$ cat config.mk
export PLATFORM = sky130hd
export DESIGN_NAME = torradeira_ctrl
export DESIGN_NICKNAME = d
export VERILOG_FILES = /design/src/rtl/torradeira_ctrl.sv
export SDC_FILE = /design/constraint.sdc
export NUM_CORES = 1
export LEC_CHECK = 0
export ABC_AREA = 1
export CELL_PAD_IN_SITES_DETAIL_PLACEMENT = 0
export CELL_PAD_IN_SITES_GLOBAL_PLACEMENT = 1
export CORE_MARGIN = 2
export CORE_UTILIZATION = 39
export CTS_BUF_LIST = sky130_fd_sc_hd__clkbuf_16
export DETAILED_ROUTE_END_ITERATION = 6
export PLACE_DENSITY_LB_ADDON = 0.1
export SLEW_MARGIN = 20
export SYNTH_ARGS = -nofsm -noshare
export SYNTH_HDL_FRONTEND = slang
export SYNTH_SLANG_ARGS = --single-unit
$ cat constraint.sdc
create_clock -name CLOCK_50 -period 1.65 [get_ports CLOCK_50]
set_input_delay 0.33 -clock CLOCK_50 [delete_from_list [all_inputs] [get_ports CLOCK_50]]
set_output_delay 0.33 -clock CLOCK_50 [all_outputs]
set_load 0.03 [all_outputs]
$ cat src/rtl/torradeira_ctrl.sv
// Toaster controller: debounced-free pushbutton handling (two-flop sync plus
// falling-edge detect), one-second prescaler, and a three-state FSM that
// counts the toasting time down and then counts elapsed seconds since done.
`timescale 1ns/1ps

module torradeira_ctrl #(
    parameter int TICK_MAX  = 49_999_999,
    parameter int MAX_LEVEL = 9
) (
    input  logic       CLOCK_50,
    input  logic       reset,
    input  logic       start_n,
    input  logic       cancel_n,
    input  logic [3:0] level,
    output logic       heater,
    output logic       done,
    output logic [3:0] tempo,
    output logic [3:0] tempoCres,
    output logic [1:0] state
);

    localparam int PW = (TICK_MAX > 0) ? $clog2(TICK_MAX + 1) : 1;

    typedef enum logic [1:0] {
        S_IDLE  = 2'b00,
        S_TOAST = 2'b01,
        S_DONE  = 2'b10,
        S_BAD   = 2'b11
    } state_t;

    // Button synchronizers and previous-cycle samples for edge detection.
    logic start_s1_q,  start_s1_d,  start_s2_q,  start_s2_d,  start_prev_q,  start_prev_d;
    logic cancel_s1_q, cancel_s1_d, cancel_s2_q, cancel_s2_d, cancel_prev_q, cancel_prev_d;

    // Counts the first edges after reset release; until the synchronizer has
    // been refilled with real samples, a low button must not look like a press.
    logic [1:0]    settle_q, settle_d;
    logic [PW-1:0] presc_q,  presc_d;
    state_t        state_q,  state_d;
    logic [3:0]    tempo_q,  tempo_d;
    logic [3:0]    tempo_cres_q, tempo_cres_d;

    logic       armed;
    logic       start_press;
    logic       cancel_press;
    logic       start_ev;
    logic       tick;
    logic [3:0] eff_level;

    assign armed        = (settle_q == 2'd3);
    assign start_press  = armed && !start_s2_q && start_prev_q;
    assign cancel_press = armed && !cancel_s2_q && cancel_prev_q;
    // Cancel always wins over a simultaneous start.
    assign start_ev     = start_press && !cancel_press;
    assign tick         = (presc_q == PW'(TICK_MAX));
    assign eff_level    = (level > 4'(MAX_LEVEL)) ? 4'(MAX_LEVEL) : level;

    // Synchronizer, edge-detect and settle-counter next values.
    always_comb begin
        start_s1_d    = start_n;
        start_s2_d    = start_s1_q;
        start_prev_d  = start_s2_q;
        cancel_s1_d   = cancel_n;
        cancel_s2_d   = cancel_s1_q;
        cancel_prev_d = cancel_s2_q;
        settle_d      = armed ? settle_q : settle_q + 2'd1;
    end

    // FSM next state, countdown/count-up values and prescaler.
    always_comb begin
        // NOTE: every variable gets a default first, so no path leaves one
        // unassigned and no latch is inferred.
        state_d      = state_q;
        tempo_d      = tempo_q;
        tempo_cres_d = tempo_cres_q;
        case (state_q)
            S_IDLE: begin
                tempo_d      = eff_level;
                tempo_cres_d = 4'd0;
                if (start_ev && eff_level != 4'd0) begin
                    state_d = S_TOAST;
                end
            end
            S_TOAST: begin
                if (cancel_press) begin
                    state_d = S_IDLE;
                    tempo_d = eff_level;
                end else if (tick) begin
                    if (tempo_q > 4'd1) begin
                        tempo_d = tempo_q - 4'd1;
                    end else begin
                        tempo_d = 4'd0;
                        state_d = S_DONE;
                    end
                end
            end
            S_DONE: begin
                tempo_d = 4'd0;
                if (cancel_press || start_press) begin
                    state_d      = S_IDLE;
                    tempo_d      = eff_level;
                    tempo_cres_d = 4'd0;
                end else if (tick && tempo_cres_q < 4'd9) begin
                    tempo_cres_d = tempo_cres_q + 4'd1;
                end
            end
            default: begin
                state_d      = S_IDLE;
                tempo_d      = eff_level;
                tempo_cres_d = 4'd0;
            end
        endcase
        // Every transition restarts the second so it lasts a full period.
        if (state_d != state_q || tick) begin
            presc_d = '0;
        end else begin
            presc_d = presc_q + PW'(1);
        end
    end

    // State register with asynchronous active-low reset.
    always_ff @(posedge CLOCK_50 or negedge reset) begin
        if (!reset) begin
            start_s1_q    <= 1'b1;
            start_s2_q    <= 1'b1;
            start_prev_q  <= 1'b1;
            cancel_s1_q   <= 1'b1;
            cancel_s2_q   <= 1'b1;
            cancel_prev_q <= 1'b1;
            settle_q      <= 2'd0;
            presc_q       <= '0;
            state_q       <= S_IDLE;
            tempo_q       <= 4'd0;
            tempo_cres_q  <= 4'd0;
        end else begin
            // NOTE: non-blocking assignments so every flop samples the
            // pre-edge values, independent of statement order.
            start_s1_q    <= start_s1_d;
            start_s2_q    <= start_s2_d;
            start_prev_q  <= start_prev_d;
            cancel_s1_q   <= cancel_s1_d;
            cancel_s2_q   <= cancel_s2_d;
            cancel_prev_q <= cancel_prev_d;
            settle_q      <= settle_d;
            presc_q       <= presc_d;
            state_q       <= state_d;
            tempo_q       <= tempo_d;
            tempo_cres_q  <= tempo_cres_d;
        end
    end

    assign heater    = (state_q == S_TOAST);
    assign done      = (state_q == S_DONE);
    assign tempo     = tempo_q;
    assign tempoCres = tempo_cres_q;
    assign state     = state_q;

endmodule

==> impl_metrics.toml, run 1 <==
[final_layout]
num_antenna_cells = 0
final_cells = 510
final_nets = 450
syn2layout_area_growth_pct = 55.31
drive_gt1_share_pct = 42.26

[worst_hold_path]
worstHoldPathCells = 0
holdCritPathClass = "register to register"
min_from = "start_s1_q"
hold_path_end = "start_prev_d"

[synthesis]
yosys_warnings = 0
async_reset_ff_share_pct = 100.0
synthDistinctLibCells = 27
yosys.area.top_type = "dfrtp_1"
syn_nets = 332
synth.avg_cell_area_um2 = 8.033
syn-cell-area_um2 = 2522
ys_ff_latch = 44
synth-edff-count = 0
synth.most_common_cell = "nand2_1"
synth_top_cells_by_count = "nand2_1, inv_1, nor2_1, dfrtp_1, nand3_1"
synthCells = 314
ys_top_cells_by_area = "dfrtp_1, nand2_1, inv_1"
synth_top_area_share_pct = 37.70
synth-main-ff-cell = "dfrtp_1"
seq_area_frac_synth_pct = 43.95

[floorplanning]
initial_core_util_pct = 39.95
dieArea_um2 = 7127
num_rows = 29
die_w_um = 84.42
num_io_pins = 20
coreArea_um2 = 6314
dieHeight_um = 84.42

[clock_tree]
insertion_delay_ns = 0.29
cts_buffer_depth = 2
htreeDepth = 2
cts_root_buffer = "clkbuf_16"
cts_tree = "built"
cts.sinks = 44
numCtsBuffers = 5
clk_pin_slew_worst_paths_ns = 0.07

[global_routing]
grt_pass1_vias = 2415
grt_pass1_wl_um = 11060
grt_max_degree = 24
antenna_found_initial = 0
overflow = 0
grt_use_total_pct = 19.45

[critical_path]
critPathKind = "register to register"
worstPathArrival_ns = 2.01
r2r_end = "presc_q[12]"
start_kind = "register"
r2r_slack_ns = -0.15
crit_fanout = 7
crit_path_frequent_cell = "nand2_1"
r2r_cells = 13
critPathMaxStageDelay_ns = 0.41
critPathTopFamily = "simple AND/OR/NAND/NOR gates"
worstPathRequired_ns = 1.86
end_kind = "register"
crit_slowest_cell = "dfrtp_1"
rr_startpoint = "settle_q[0]"
path_cells = "ha_4, nand3b_1, nand3_2, nand2_1, inv_1, nand2_1, nand2_1, nand2_1, nand2_2, nor2_4, buf_12, nand2_8, nor2_2"
path_buf_inv = 2

[power]
intPower_uw = 2642
p_switching_uw = 1805
sequentialPowerShare_pct = 29.0
p_clk_share_pct = 21.7
vdd_ir_drop_max_uv = 768.0
power.leakage_uw = 0.001815
combPwrFrac_pct = 49.2
powerDensity_nw_per_um2 = 1135
switching_share_pct = 40.58
total_power_uw = 4447

[status]
status = "finished with violations"
violations = "setup timing"

[sta]
max_freq_mhz = 556.5
hold_viol_final = 0
clock-skew-final_ns = 0.007931
grt_setup_unrepaired = "yes"
period_share_pct = 108.9
fin_tns_setup_ns = -3.289
slew_viol_final = 0
worst_pin_slew_ns = 0.3815
max-slew-margin-rel_pct = 74.57
setup_viol = 26
finalWorstSetupSlack_ns = -0.1468
fin_crit_ns = 1.797

[detailed_routing]
via_count = 2426
ant_nets = 0
drc = 0
drt_iter0_markers = 73
wirelength_um = 6543
dr.pass1.iters = 4
vias_per_cell = 4.757
wl_per_cell_um = 12.83

[placed_design]
dp_hpwl_um = 4815
place_inst = 494
place.gp.congestion = 0.8606
portBuffers = 19

[flow_run]
drv_cap = 0
## metrics by stage
step / area, µm² / util (%) / hold WS [ns] / setup WS (ns)
4_1_cts: 3806 / 60.29 / 0.3578 / -0.1329
5_1_grt: 3918 / 62.05 / 0.3628 / -0.2399
6_report: 3918 / 62.05 / 0.3487 / -0.1468
2_1_floorplan: 2564 / - / 0.03441 / -0.1482
3_3_place_gp: 3472 / 54.99 / 0.2744 / -0.2776
3_5_place_dp: 3472 / 54.99 / 0.2758 / -0.3345
## area by class of cell
class,instances,area [µm²]
Clock inverter,3,18.77
Fill cell,587,2396
Tap cell,77,96.34
Inverter,49,186.4
Clock buffer,5,125.1
Sequential cell,44,1114
Timing Repair Buffer,110,885.9
Multi-Input combinational cell,222,1491
## timing repair
action,in CTS,in global routing
setup endpoints to repair,42,36
setup buffers,4,3
hold endpoints to repair,11,0
gates resized for setup,40,39
pin swaps,13,9
hold buffers,1,0
cloned,3,0
## registers in the layout, summed over array words and instances (netlist names)
name and count:
state 2, tempoCres 4, start_s1_q 1, start_prev_q 1, start_prev_d 1, cancel_prev_d 1
cancel_s1_q 1, presc_q 26, settle_q 2, cancel_prev_q 1, tempo 4
## cell families (layout without fill, tap and decap cells)
| kind of cell | count (synthesis) | count (layout) | synth area share, % |
|---|---|---|---|
| flops | 44 | 44 | 43.95 |
| mux | 1 | 1 | 0.4464 |
| simple gates | 167 | 170 | 30.31 |
| fa+ha+maj | 10 | 10 | 4.960 |
| buf+inv | 51 | 167 | 8.184 |
| compound gates | 19 | 19 | 4.514 |
| xor+xnor | 22 | 22 | 7.639 |
## worst reg2reg max path: stages, from the launching register on
cell,delay (ns)
dfrtp_1,0.41
ha_4,0.18
nand3b_1,0.17
nand3_2,0.14
nand2_1,0.08
inv_1,0.04
nand2_1,0.05
nand2_1,0.06
nand2_1,0.08
nand2_2,0.06
nor2_4,0.10
buf_12,0.16
nand2_8,0.10
nor2_2,0.11
## worst max path at each step
stage	depth (start not counted)	from	to	slack, ns
2_1_floorplan	15	state[1]	presc_q[6]	-0.15
3_3_place_gp	12	level[2]	presc_q[22]	-0.28
3_5_place_dp	12	level[2]	presc_q[23]	-0.33
4_1_cts	12	settle_q[0]	presc_q[15]	-0.13
5_1_grt	13	settle_q[0]	presc_q[17]	-0.24
6_report	13	settle_q[0]	presc_q[12]	-0.15
## cells in the final DEF, fill, tap and decap left out, types with 2 or more instances in the layout
cell / netlist / final
nor2_2: 13 / 27
nand2_8: 0 / 5
ha_4: 0 / 3
dfstp_2: 6 / 6
o21ai_0: 8 / 3
clkbuf_16: 0 / 5
clkinvlp_4: 0 / 2
nor3_1: 12 / 10
xnor2_1: 6 / 6
o211ai_1: 4 / 4
ha_1: 10 / 6
nand3_2: 2 / 3
buf_12: 0 / 2
o21ai_1: 0 / 5
dfrtp_1: 38 / 34
nor2_1: 45 / 22
nand4_1: 12 / 12
buf_6: 2 / 2
dfrtp_2: 0 / 4
clkdlybuf4s50_1: 0 / 6
nand3_1: 19 / 18
xor2_1: 16 / 16
dlygate4sd2_1: 0 / 10
buf_4: 0 / 88
nand2_1: 59 / 48
inv_2: 1 / 9
inv_1: 48 / 39
nand2_2: 0 / 9
a21oi_1: 3 / 3
nor2_4: 1 / 10
## layer usage
metal  part of all wire [%]  wire length [µm]  GRT usage [%]  vias up
li1                       -                 -              -     1230
met1                     43              2840          23.36     1145
met2                     51              3362          34.99       35
met3                    3.0               196          3.540       16
met4                    2.2               144          6.638        0
met5                      0                 0              0        -
## power by group through the flow
stage | Sequential (µW) | Combinational (µW) | Clock (µW)
finish | 1290 | 2190 | 966
global route | 1310 | 2370 | 1030
CTS | 1290 | 2050 | 998
detailed placement | 1310 | 1590 | 0
global placement | 1300 | 1570 | 0
floorplan | 1440 | 825 | 0
No activity file was read; power rests on OpenSTA's default activity.
==> inputs of run 2 (changes only) <==
--- a/config.mk
+++ b/config.mk
@@ -5,11 +5,12 @@
 export SDC_FILE = /design/constraint.sdc
 export NUM_CORES = 1
 export LEC_CHECK = 0
-export ABC_AREA = 1
+export ABC_AREA = 0
+export CAP_MARGIN = 20
 export CELL_PAD_IN_SITES_DETAIL_PLACEMENT = 0
 export CELL_PAD_IN_SITES_GLOBAL_PLACEMENT = 1
 export CORE_MARGIN = 2
-export CORE_UTILIZATION = 39
+export CORE_UTILIZATION = 40
 export CTS_BUF_LIST = sky130_fd_sc_hd__clkbuf_16
 export DETAILED_ROUTE_END_ITERATION = 6
 export PLACE_DENSITY_LB_ADDON = 0.1
==> run 2 against run 1 <==
The flow still finishes with violations (setup timing); via count fell by 11%; worst hold slack improved by 0.0071 ns; largest cell class unchanged; largest power group unchanged; clock power rose by 31%; area after synthesis fell by 4.8%; first-iteration DRC count fell by 37%.
==> impl_metrics.toml, run 2 <==
[final_layout]
postLayoutCellArea_um2 = 3805
multi_input_area_um2 = 1499
drive_gt1_share_pct = 43.30
seq_area_um2 = 1111
final_common_cell = "buf_4"
largest_reg_flops = 26
top_register = "presc_q"
final_cells = 433
final_nets = 375
final_cell_mix = "buf_4, dfrtp_1, nor2_1"
syn2layout_area_growth_pct = 58.47
num_antenna_cells = 0
fillers = 494

[synthesis]
syn-cell-area_um2 = 2401
synth-edff-count = 0
ys_ff_latch = 44
synth-main-ff-cell = "dfrtp_1"
synth_top_cells_by_count = "nor2_1, dfrtp_1, xor2_1, nand3_1, inv_1"
async_reset_ff_share_pct = 100.0
syn_nets = 271
ys_top_cells_by_area = "dfrtp_1, dfstp_2, xor2_1"
synthDistinctLibCells = 47
synth.avg_cell_area_um2 = 9.490
seq_area_frac_synth_pct = 46.17
yosys_warnings = 0
synth.most_common_cell = "nor2_1"
yosys.area.top_type = "dfrtp_1"
synth_top_area_share_pct = 39.60
synthCells = 253

[critical_path]
r2r_cells = 6
start_kind = "register"
worstPathArrival_ns = 1.92
r2r_end = "presc_q[7]"
crit_slowest_cell = "dfrtp_1"
crit_fanout = 16
rr_startpoint = "settle_q[0]"
critPathKind = "register to register"
path_cells = "ha_4, and3b_2, a41oi_2, o311ai_4, nand2b_4, nor2_1"
end_kind = "register"
worstPathRequired_ns = 1.81
critPathMaxStageDelay_ns = 0.39
r2r_slack_ns = -0.11

[detailed_routing]
dr.pass1.iters = 4
via_count = 2170
drt_iter0_markers = 46
drc = 0
vias_per_cell = 5.012
ant_nets = 0
wirelength_um = 5784
wl_per_cell_um = 13.36

[sta]
clock-skew-final_ns = 0.008349
slew_viol_final = 0
fin_tns_setup_ns = -2.571
max-slew-margin-rel_pct = 78.88
worst_pin_slew_ns = 0.3163
grt_setup_unrepaired = "yes"
fin_crit_ns = 1.763
hold_viol_final = 0
finalWorstSetupSlack_ns = -0.1130
setup_viol = 32
max_freq_mhz = 567.2
period_share_pct = 106.8

[worst_hold_path]
worstHoldPathCells = 0
hold_path_end = "start_prev_d"
holdCritPathClass = "register to register"
min_from = "start_s1_q"

[status]
status = "finished with violations"
violations = "setup timing"

[global_routing]
grt_max_degree = 23
antenna_found_initial = 0
overflow = 0
grt_use_total_pct = 19.03
grt_pass1_wl_um = 9791
grt_pass1_vias = 2188

[clock_tree]
insertion_delay_ns = 0.28
numCtsBuffers = 5
htreeDepth = 2
cts.sinks = 44
cts_root_buffer = "clkbuf_16"
cts_buffer_depth = 2
cts_tree = "built"
clk_pin_slew_worst_paths_ns = 0.06

[floorplanning]
initial_core_util_pct = 41.04
coreArea_um2 = 5851
dieHeight_um = 81.48
die_w_um = 81.48
num_io_pins = 20
dieArea_um2 = 6638
num_rows = 28

[placed_design]
place_ws_ns = -0.6337
placed_area_um2 = 3254
dp_hpwl_um = 4138
portBuffers = 19
place.gp.congestion = 0.8613
place_inst = 414

[flow_run]
drv_cap = 0

[power]
power.leakage_uw = 0.001750
vdd_ir_drop_max_uv = 689.4
total_power_uw = 4376
powerDensity_nw_per_um2 = 1150
[run 2: cell type report]
| cell class | instances | area share (%) |
|---|---|---|
| clock buffers | 5 | 3.288 |
| clock inverters | 3 | 1.677 |
| inverters | 14 | 1.447 |
| multi-input cells | 189 | 39.39 |
| flip-flops and latches | 44 | 29.20 |
| well taps | 75 | 2.466 |
| repair buffers | 103 | 22.53 |
[run 2: what timing repair did]
item                                   CTS  global route
gates cloned                             1             0
hold buffers                             1             0
endpoints found under the hold margin    2             0
setup endpoints to repair               43            38
gates resized for setup                 47            36
setup buffers                            6             5
pin swaps                               16            15
[run 2: layer usage]
metal	track usage, %	routed length, µm	vias up
met1	24.14	2667	1040
met4	6.102	62	0
li1	-	-	1102
met2	33.20	2922	22
met3	2.967	132	6
met5	0	0	-
[run 2: worst max-delay path by stage]
stage	start	end	cells after the start
2_1_floorplan	state[0]	presc_q[0]	9
3_3_place_gp	level[3]	presc_q[7]	7
3_5_place_dp	level[3]	presc_q[7]	7
4_1_cts	presc_q[15]	tempoCres[3]	5
5_1_grt	settle_q[0]	presc_q[0]	6
6_report	settle_q[0]	presc_q[7]	6
[run 2: logic make-up (layout without fill, tap and decap cells)]
family | Yosys count | in the layout | synth area share, %
fa+ha+maj | 10 | 10 | 5.211
mux | 2 | 2 | 0.8859
buf+inv | 20 | 125 | 3.648
simple gates | 120 | 120 | 26.00
xor+xnor | 24 | 24 | 8.754
flops | 44 | 44 | 46.17
compound gates | 33 | 33 | 9.328
[run 2: report_power, final]
part / internal, µW / total, µW / switching [µW]
logic: 851 / 1810 / 957
clock network: 862 / 1270 / 404
registers: 1210 / 1300 / 90.2
[run 2: stage by stage]
stage / utilization, % / hold slack (ns)
global route: 65.03 / 0.3643
finish: 65.03 / 0.3558
floorplan: - / 0.03441
CTS: 61.81 / 0.3566
global placement: 55.62 / 0.1444
detailed placement: 55.62 / 0.1449
[run 2: worst max-delay path, delay by kind of cell (launching register included)]
family | cells | cell delay, ns
AOI/OAI and AO/OA | 2 | 0.46
adders and majority gates | 1 | 0.18
DFF | 1 | 0.39
and+or+nand+nor | 3 | 0.61
